`src/rtl/elevator_call_dispatcher.sv`:
```
// elevator_call_dispatcher
// Request-side initiator for the elevator car controller. Call requests
// (origin, destination) are buffered in a small FIFO and presented one at a
// time on en/in_origin/destination, sequenced against the car's idle status.
// destination is held for the whole trip because the car compares against the
// live input rather than a latched copy.
// Optional feature macro: DISPATCH_DUP_FILTER_EN. When defined, a valid call
// that matches a queued or in-service request is accepted but not enqueued.
module elevator_call_dispatcher #(
    parameter int unsigned NUM_FLOORS  = 5,
    parameter int unsigned FLOOR_W     = 3,
    parameter int unsigned DEPTH       = 4,
    parameter int unsigned ACK_TIMEOUT = 15
) (
    input  logic                   clk,
    input  logic                   reset,
    input  logic                   call_valid,
    input  logic [FLOOR_W-1:0]     call_origin,
    input  logic [FLOOR_W-1:0]     call_dest,
    output logic                   call_ready,
    output logic                   call_reject,
    input  logic                   idle,
    output logic                   en,
    output logic [FLOOR_W-1:0]     in_origin,
    output logic [FLOOR_W-1:0]     destination,
    output logic                   busy,
    output logic [$clog2(DEPTH):0] fifo_count,
    output logic [7:0]             served_count,
    output logic                   timeout_err
);

    localparam int unsigned        AW          = $clog2(DEPTH);
    localparam int unsigned        TW          = $clog2(ACK_TIMEOUT + 1);
    localparam logic [AW:0]        FULL_COUNT  = (AW + 1)'(DEPTH);
    localparam logic [FLOOR_W:0]   FLOOR_LIMIT = (FLOOR_W + 1)'(NUM_FLOORS);
    localparam logic [TW-1:0]      TMO_LAST    = TW'(ACK_TIMEOUT - 1);

    typedef enum logic [1:0] {
        S_IDLE,
        S_ACK,
        S_SERVE
    } state_t;

    state_t             state;
    logic [FLOOR_W-1:0] mem_origin [DEPTH];
    logic [FLOOR_W-1:0] mem_dest   [DEPTH];
    logic [AW-1:0]      wr_ptr;
    logic [AW-1:0]      rd_ptr;
    logic [TW-1:0]      tmo_cnt;
    logic               invalid_call;
    logic               dup_hit;
    logic               push;
    logic               pop;

    assign invalid_call = ({1'b0, call_origin} >= FLOOR_LIMIT) ||
                          ({1'b0, call_dest}   >= FLOOR_LIMIT) ||
                          (call_origin == call_dest);

`ifdef DISPATCH_DUP_FILTER_EN
    // Match the offered call against every occupied FIFO slot and the request in service
    always_comb begin
        dup_hit = 1'b0;
        if (state != S_IDLE && in_origin == call_origin && destination == call_dest)
            dup_hit = 1'b1;
        for (int unsigned i = 0; i < DEPTH; i++) begin
            if (({1'b0, AW'(i) - rd_ptr} < fifo_count) &&
                mem_origin[AW'(i)] == call_origin && mem_dest[AW'(i)] == call_dest)
                dup_hit = 1'b1;
        end
    end
`else
    assign dup_hit = 1'b0;
`endif

    assign call_ready = (fifo_count != FULL_COUNT);
    assign push       = call_valid && call_ready && !invalid_call && !dup_hit;
    assign pop        = (state == S_IDLE) && (fifo_count != '0) && idle;
    assign busy       = (state != S_IDLE);

    // Call storage; occupancy is tracked by fifo_count, so contents need no reset
    always_ff @(posedge clk) begin
        if (push) begin
            mem_origin[wr_ptr] <= call_origin;
            mem_dest[wr_ptr]   <= call_dest;
        end
    end

    // FIFO pointers and occupancy; pointers wrap naturally modulo DEPTH
    always_ff @(posedge clk or posedge reset) begin
        if (reset) begin
            wr_ptr     <= '0;
            rd_ptr     <= '0;
            fifo_count <= '0;
        end else begin
            if (push)
                wr_ptr <= wr_ptr + AW'(1);
            if (pop)
                rd_ptr <= rd_ptr + AW'(1);
            if (push && !pop)
                fifo_count <= fifo_count + (AW + 1)'(1);
            else if (pop && !push)
                fifo_count <= fifo_count - (AW + 1)'(1);
        end
    end

    // One-cycle reject pulse for a malformed call; ready is irrelevant here
    always_ff @(posedge clk or posedge reset) begin
        if (reset)
            call_reject <= 1'b0;
        else
            call_reject <= call_valid && invalid_call;
    end

    // Request sequencer: dispatch head, wait for car acknowledge, wait for trip end
    always_ff @(posedge clk or posedge reset) begin
        if (reset) begin
            state        <= S_IDLE;
            en           <= 1'b0;
            in_origin    <= '0;
            destination  <= '0;
            tmo_cnt      <= '0;
            served_count <= '0;
            timeout_err  <= 1'b0;
        end else begin
            case (state)
                S_IDLE: begin
                    if (pop) begin
                        in_origin   <= mem_origin[rd_ptr];
                        destination <= mem_dest[rd_ptr];
                        en          <= 1'b1;
                        tmo_cnt     <= '0;
                        state       <= S_ACK;
                    end
                end
                S_ACK: begin
                    if (!idle) begin
                        en    <= 1'b0;
                        state <= S_SERVE;
                    end else if (tmo_cnt == TMO_LAST) begin
                        en          <= 1'b0;
                        timeout_err <= 1'b1;
                        state       <= S_IDLE;
                    end else begin
                        tmo_cnt <= tmo_cnt + TW'(1);
                    end
                end
                S_SERVE: begin
                    if (idle) begin
                        served_count <= served_count + 8'd1;
                        state        <= S_IDLE;
                    end
                end
                default: begin
                    en    <= 1'b0;
                    state <= S_IDLE;
                end
            endcase
        end
    end

endmodule

```
`config.mk`:
```
export PLATFORM = sky130hd
export DESIGN_NAME = elevator_call_dispatcher
export DESIGN_NICKNAME = d
export VERILOG_FILES = /design/src/rtl/elevator_call_dispatcher.sv
export SDC_FILE = /design/constraint.sdc
export NUM_CORES = 1
export LEC_CHECK = 0
export ABC_AREA = 1
export ABC_CLOCK_PERIOD_IN_PS = 1900
export CORE_AREA = 3 3 83 77
export DETAILED_ROUTE_END_ITERATION = 6
export DIE_AREA = 0 0 86 80
export GPL_TIMING_DRIVEN = 0
export PLACE_DENSITY = 0.68
export SLEW_MARGIN = 5
export SYNTH_ARGS = -nofsm -noshare
export SYNTH_HDL_FRONTEND = slang
export SYNTH_SLANG_ARGS = --single-unit
export TNS_END_PERCENT = 50
```
`constraint.sdc`:
```
create_clock -name clk -period 1.9 [get_ports clk]
set_input_delay 0.38 -clock clk [delete_from_list [all_inputs] [get_ports clk]]
set_output_delay 0.38 -clock clk [all_outputs]
set_load 0.02 [all_outputs]
```
* Yosys cells after proc, flatten, opt, wreduce, memory -nomap -nowiden *
Memories as Yosys holds them, arrays and structs flattened. A register that Yosys moved wholly into a read port is not among the register bits.
Index checks and enable logic that the tools add are counted.
W data, S select, Z words.

storage, ports and cells
  RAM bits = 24
  input bits = 10
  flip-flop bits (word level) = 24
  output and inout bits = 22
  memories kept = 2
  logic and storage cells = 70

operators by class
  bitwise gates (word level) = 1
  muxes and demuxes = 17
  $lt $le $gt $ge = 2
  $add $sub $neg = 6
  eq/ne operators = 10
  reductions and logical operators = 23

memories
  memory      depth  bits a word  read ports  clocked after Yosys merged registers in  wr ports  line  RTL
  mem_dest    4      3            1           1                                        1         46    logic [FLOOR_W-1:0] mem_dest [DEPTH];
  mem_origin  4      3            1           1                                        1         45    logic [FLOOR_W-1:0] mem_origin [DEPTH];

operator list
  cell                   number
  $mux W4                3
  $reduce_and A3 Y1      3
  $add A8 B1 Y8 const B  1
  $mux W2                4
  $ne A2 B2 Y1 const B   4
  $pmux W4 S2            1
  $logic_and A1 B1 Y1    7
  $ge A3 B3 Y1 const B   2
  $mux W3                2
  $ne A3 B3 Y1 const B   2
  $pmux W2 S3            1
  $reduce_bool A2 Y1     3
  $mux W1                5
  $add A2 B1 Y2 const B  2
  $add A4 B1 Y4 const B  1
  $eq A4 B4 Y1 const B   1
  $reduce_and A2 Y1      2
  $reduce_and A4 Y1      1
  $add A3 B1 Y3 const B  1
  $eq A3 B3 Y1           1
  $logic_not A1 Y1       3
  $pmux W1 S3            1
  $reduce_bool A3 Y1     1
  $sub A3 B1 Y3 const B  1
  5 further kinds        6

* Longest topological paths before layout *
  depth after elaboration = 9
  gate-level depth with buffers = 12
  gate-level depth less buffers = 12

* Least setup slack after synthesis *
Ideal clock, no wire load.

  kind = register -> register
  start point = register fifo_count[0]
  end point = register fifo_count[2]
  data arrival time = 2025 ps
  buffers on the path = 0
  cell stages (with the launch flop) = 11
  setup slack = -256 ps
  clock period less this slack = 2156 ps
  data required time = 1769 ps
  setup time = 131 ps
  cell sequence = dfrtp_1 -> nor2_1 -> a21oi_1 -> nand3_1 -> inv_1 -> ha_1 -> inv_1 -> fa_1 -> a21oi_1 -> o21ai_0 -> xor2_1

on the way
  cells in the longest elaborated chain, start to end = 6
  elaborated cells between the ends (all ways) = 15
  classes of those cells = add/sub: 2; eq/ne: 1; mux: 2; reduce/logical: 10

ends and longest elaborated chain
  item                                   line  RTL
  start, declared                        27    output logic [$clog2(DEPTH):0] fifo_count,
  start signal, assigned                 100   fifo_count <= fifo_count + (AW + 1)'(1);
  start signal, assigned                 102   fifo_count <= fifo_count - (AW + 1)'(1);
  $ne A3 B3 Y1 (*)                       75    assign call_ready = (fifo_count != FULL_COUNT);
  $logic_and A1 B1 Y1 (*) (2 in series)  76    assign push = call_valid && call_ready && !invalid_call && !dup_hit;
  net push                               52    logic push;
  $logic_not A1 Y1                       101   else if (pop && !push)
  $logic_and A1 B1 Y1                    101
  $reduce_bool A2 Y1 (no source line)    n/a

The timed path passes the listed nets; every way through them passes the cells marked *. The select of a mux whose other input is x is not followed.
A chain may end at the register's enable or synchronous reset.

* Worst setup path after layout *
  start point = register fifo_count[1]
  end point = register fifo_count[1]

The elaborated chain is that of the path after synthesis.

==> impl_metrics.toml <==
[route]
viasPerCell = 4.82
firstDrtPassIters = 5
wire_per_inst_um = 12.5
routed_wl_um = 4600
postRouteAntennaNets = 0
route.vias.total = 1769
drcViolationCount = 0
first_iter_violations = 87

[clock_network]
clk_latency_ns = 0.30
clock_sinks = 54
cts_buffer_depth = 2
cts_buffers = 5
cts_tree = "yes"
ctsHoldBuffers = 0
cts-root-buf = "clkbuf_8"
cts.clk_slew.worst_paths_ns = 0.09
h-tree-depth = 2

[timing]
rsz0062_at_grt = "yes"
setup_viol = 0
post-route-period-util = 0.977
finClkSkew_ns = 0.00679
finalWorstSetupSlack_ns = 0.0429
max_freq_ghz = 0.538
tns_ns = 0
holdWs_ns = 0.331
worst_pin_slew_ns = 1.13
period_minus_slack_ns = 1.86
drv_slew = 0
slew_headroom = 0.244
hold_viol = 0

[flow_run]
maxCapViolCount = 0

[synthesis]
netlist.area_leader.share = 0.304
yosysMostFrequentCell = "nand2_1"
synth-async-reset-ratio = 0.556
synth_top_cell_by_area = "dfrtp_1"
syn-num-nets = 267
synth_common_cells = "nand2_1, inv_1, dfrtp_1"
synth-edff-count = 24
syn_avg_cell_area_um2 = 9.96
syn_area_um2 = 2470
yosys_register_bits = 54
synth_cell_type_count = 27
netlist_instances = 248
synth-seq-area-share = 0.595
ys.flop_type = "dfrtp_1"
synthTopCellsByArea = "dfrtp_1, edfxtp_1, nand2_1"
ys_warn_count = 0

[worst_setup_path]
path_class = "flip-flop to flip-flop"
cp_data_arrival_time_ns = 2.05
crit_slowest_cell = "fa_2"
regToRegStartpoint = "fifo_count[1]"
crit_path_max_incr_delay_ns = 0.45
worstSetupEndpointType = "flip-flop"
crit_path_cell_trace = "nor2_4 > a21oi_2 > nand3_2 > inv_2 > ha_4 > inv_2 > fa_2 > mux2_4"
cp-startpoint = "fifo_count[1]"
path_max_fanout = 3
cp_data_required_time_ns = 2.09
crit_top_cell = "inv_2"
critPathLaunchType = "flip-flop"

[pwr]
power_w = 0.00446
ir_drop_mv = 0.752
power.leakage_nw = 1.40
powerDensity_nw_per_um2 = 1440

[grt]
grt_pass1_vias = 1638
grt_first_pass_wirelength_um = 7470
grt_max_degree = 31
grt_use_total = 0.139
grt_overflow = 0
antenna_found_initial = 0

[floorplan]
io-pin-count = 32
dieArea_um2 = 6880
start_util = 0.439
std_cell_rows = 26
chipWidth_um = 86
core_area_um2 = 5630
fp.dieH_um = 80

[min_path]
min_from = "call_valid"
min_path_type = "primary input to flip-flop"

[finish]
finalNonFillerCells = 367
nets = 315
areaGrowthSynthToFinish_pct = 25.1
antenna-diode-count = 0
drive_gt1_frac = 0.178

[place]
place_inst = 349
gp_congestion = 0.797
hpwlAfterDp_um = 3180
pre_cts_ws_ns = -0.786
port_buffers = 31

[run_status]
status = "finished, final reports clean"
[final timing paths]
check,slack [ns],depth (start not counted),end
min in group asynchronous,0.66,2,served_count[5]
worst max-delay path,0.04,8,fifo_count[1]
max in group asynchronous,0.48,2,fifo_count[2]
worst max register to register,0.04,8,fifo_count[1]
worst min-delay path,0.33,3,call_reject
worst min register to register,0.48,2,timeout_err
[layout make-up]
class,instances,area (um^2)
Clock inverter,3,21.3
Multi-Input combinational cell,157,926
Clock buffer,5,68.8
Tap cell,70,87.6
Inverter,34,128
Timing Repair Buffer,42,375
Buffer,2,10.0
Sequential cell,54,1480
Fill cell,496,2540
[routing by layer]
metal  part of all wire  vias to the layer above  track usage
li1                   -                      905            -
met1               0.46                      818        0.192
met2               0.49                       44        0.216
met3              0.048                        2       0.0299
met4             0.0041                        0       0.0443
met5                  0                        -            0
[per-stage QoR]
stage / utilization / cell area [um^2]
6_report: 0.549 / 3090
5_1_grt: 0.549 / 3090
4_1_cts: 0.544 / 3060
3_5_place_dp: 0.519 / 2920
3_3_place_gp: 0.519 / 2920
2_1_floorplan: - / 2520
[kinds of logic (layout without fill, tap and decap cells)]
family / count (synthesis) / in the layout / synth area share
AND/OR/NAND/NOR: 107 / 107 / 0.191
buffers and inverters: 37 / 86 / 0.0587
flip-flops: 54 / 54 / 0.595
adder cells (fa/ha/maj): 9 / 9 / 0.0486
AO/OA/AOI/OAI: 30 / 30 / 0.0658
multiplexers: 1 / 1 / 0.00456
XOR/XNOR: 10 / 10 / 0.0354
[state kept, by name, indices dropped and copies added, names as in the netlist]
| name | cells |
|---|---|
| call_reject | 1 |
| destination | 3 |
| en | 1 |
| fifo_count | 3 |
| in_origin | 3 |
| mem_dest | 12 |
| mem_origin | 12 |
| rd_ptr | 2 |
| served_count | 8 |
| state | 2 |
| timeout_err | 1 |
| tmo_cnt | 4 |
| wr_ptr | 2 |
[power by group]
group | switching (W) | internal (W)
combinational | 0.00111 | 0.000890
sequential | 0.000284 | 0.00154
clock | 0.000373 | 0.000260
total | 0.00176 | 0.00269
[placed cells by master (no fill, tap or decap), types with 4 or more instances in the layout]
cell type	count
nand2_1	53
inv_1	29
dfrtp_1	27
nor2_1	25
edfxtp_1	24
clkdlybuf4s50_1	21
o21ai_0	14
buf_4	11
nand3_1	9
nand4_1	7
ha_1	7
o22ai_1	6
xor2_1	5
inv_2	5
clkbuf_8	5
clkbuf_2	5
a21oi_1	4
xnor2_1	4
[critical path: cells and delay by family, from the launching register on]
| kind | cells | cell delay [ns] |
|---|---|---|
| AO/OA/AOI/OAI | 1 | 0.08 |
| multiplexers | 1 | 0.27 |
| AND/OR/NAND/NOR | 2 | 0.23 |
| buffers and inverters | 2 | 0.13 |
| flip-flops | 1 | 0.43 |
| adder cells (fa/ha/maj) | 2 | 0.60 |
[what timing repair did]
action,in CTS,in global routing
setup buffers,7,4
endpoints found under the hold margin,0,0
gates resized for setup,12,17
pin swaps,4,3
endpoints found under the setup margin,28,22
(Power assumes the default switching activity.)
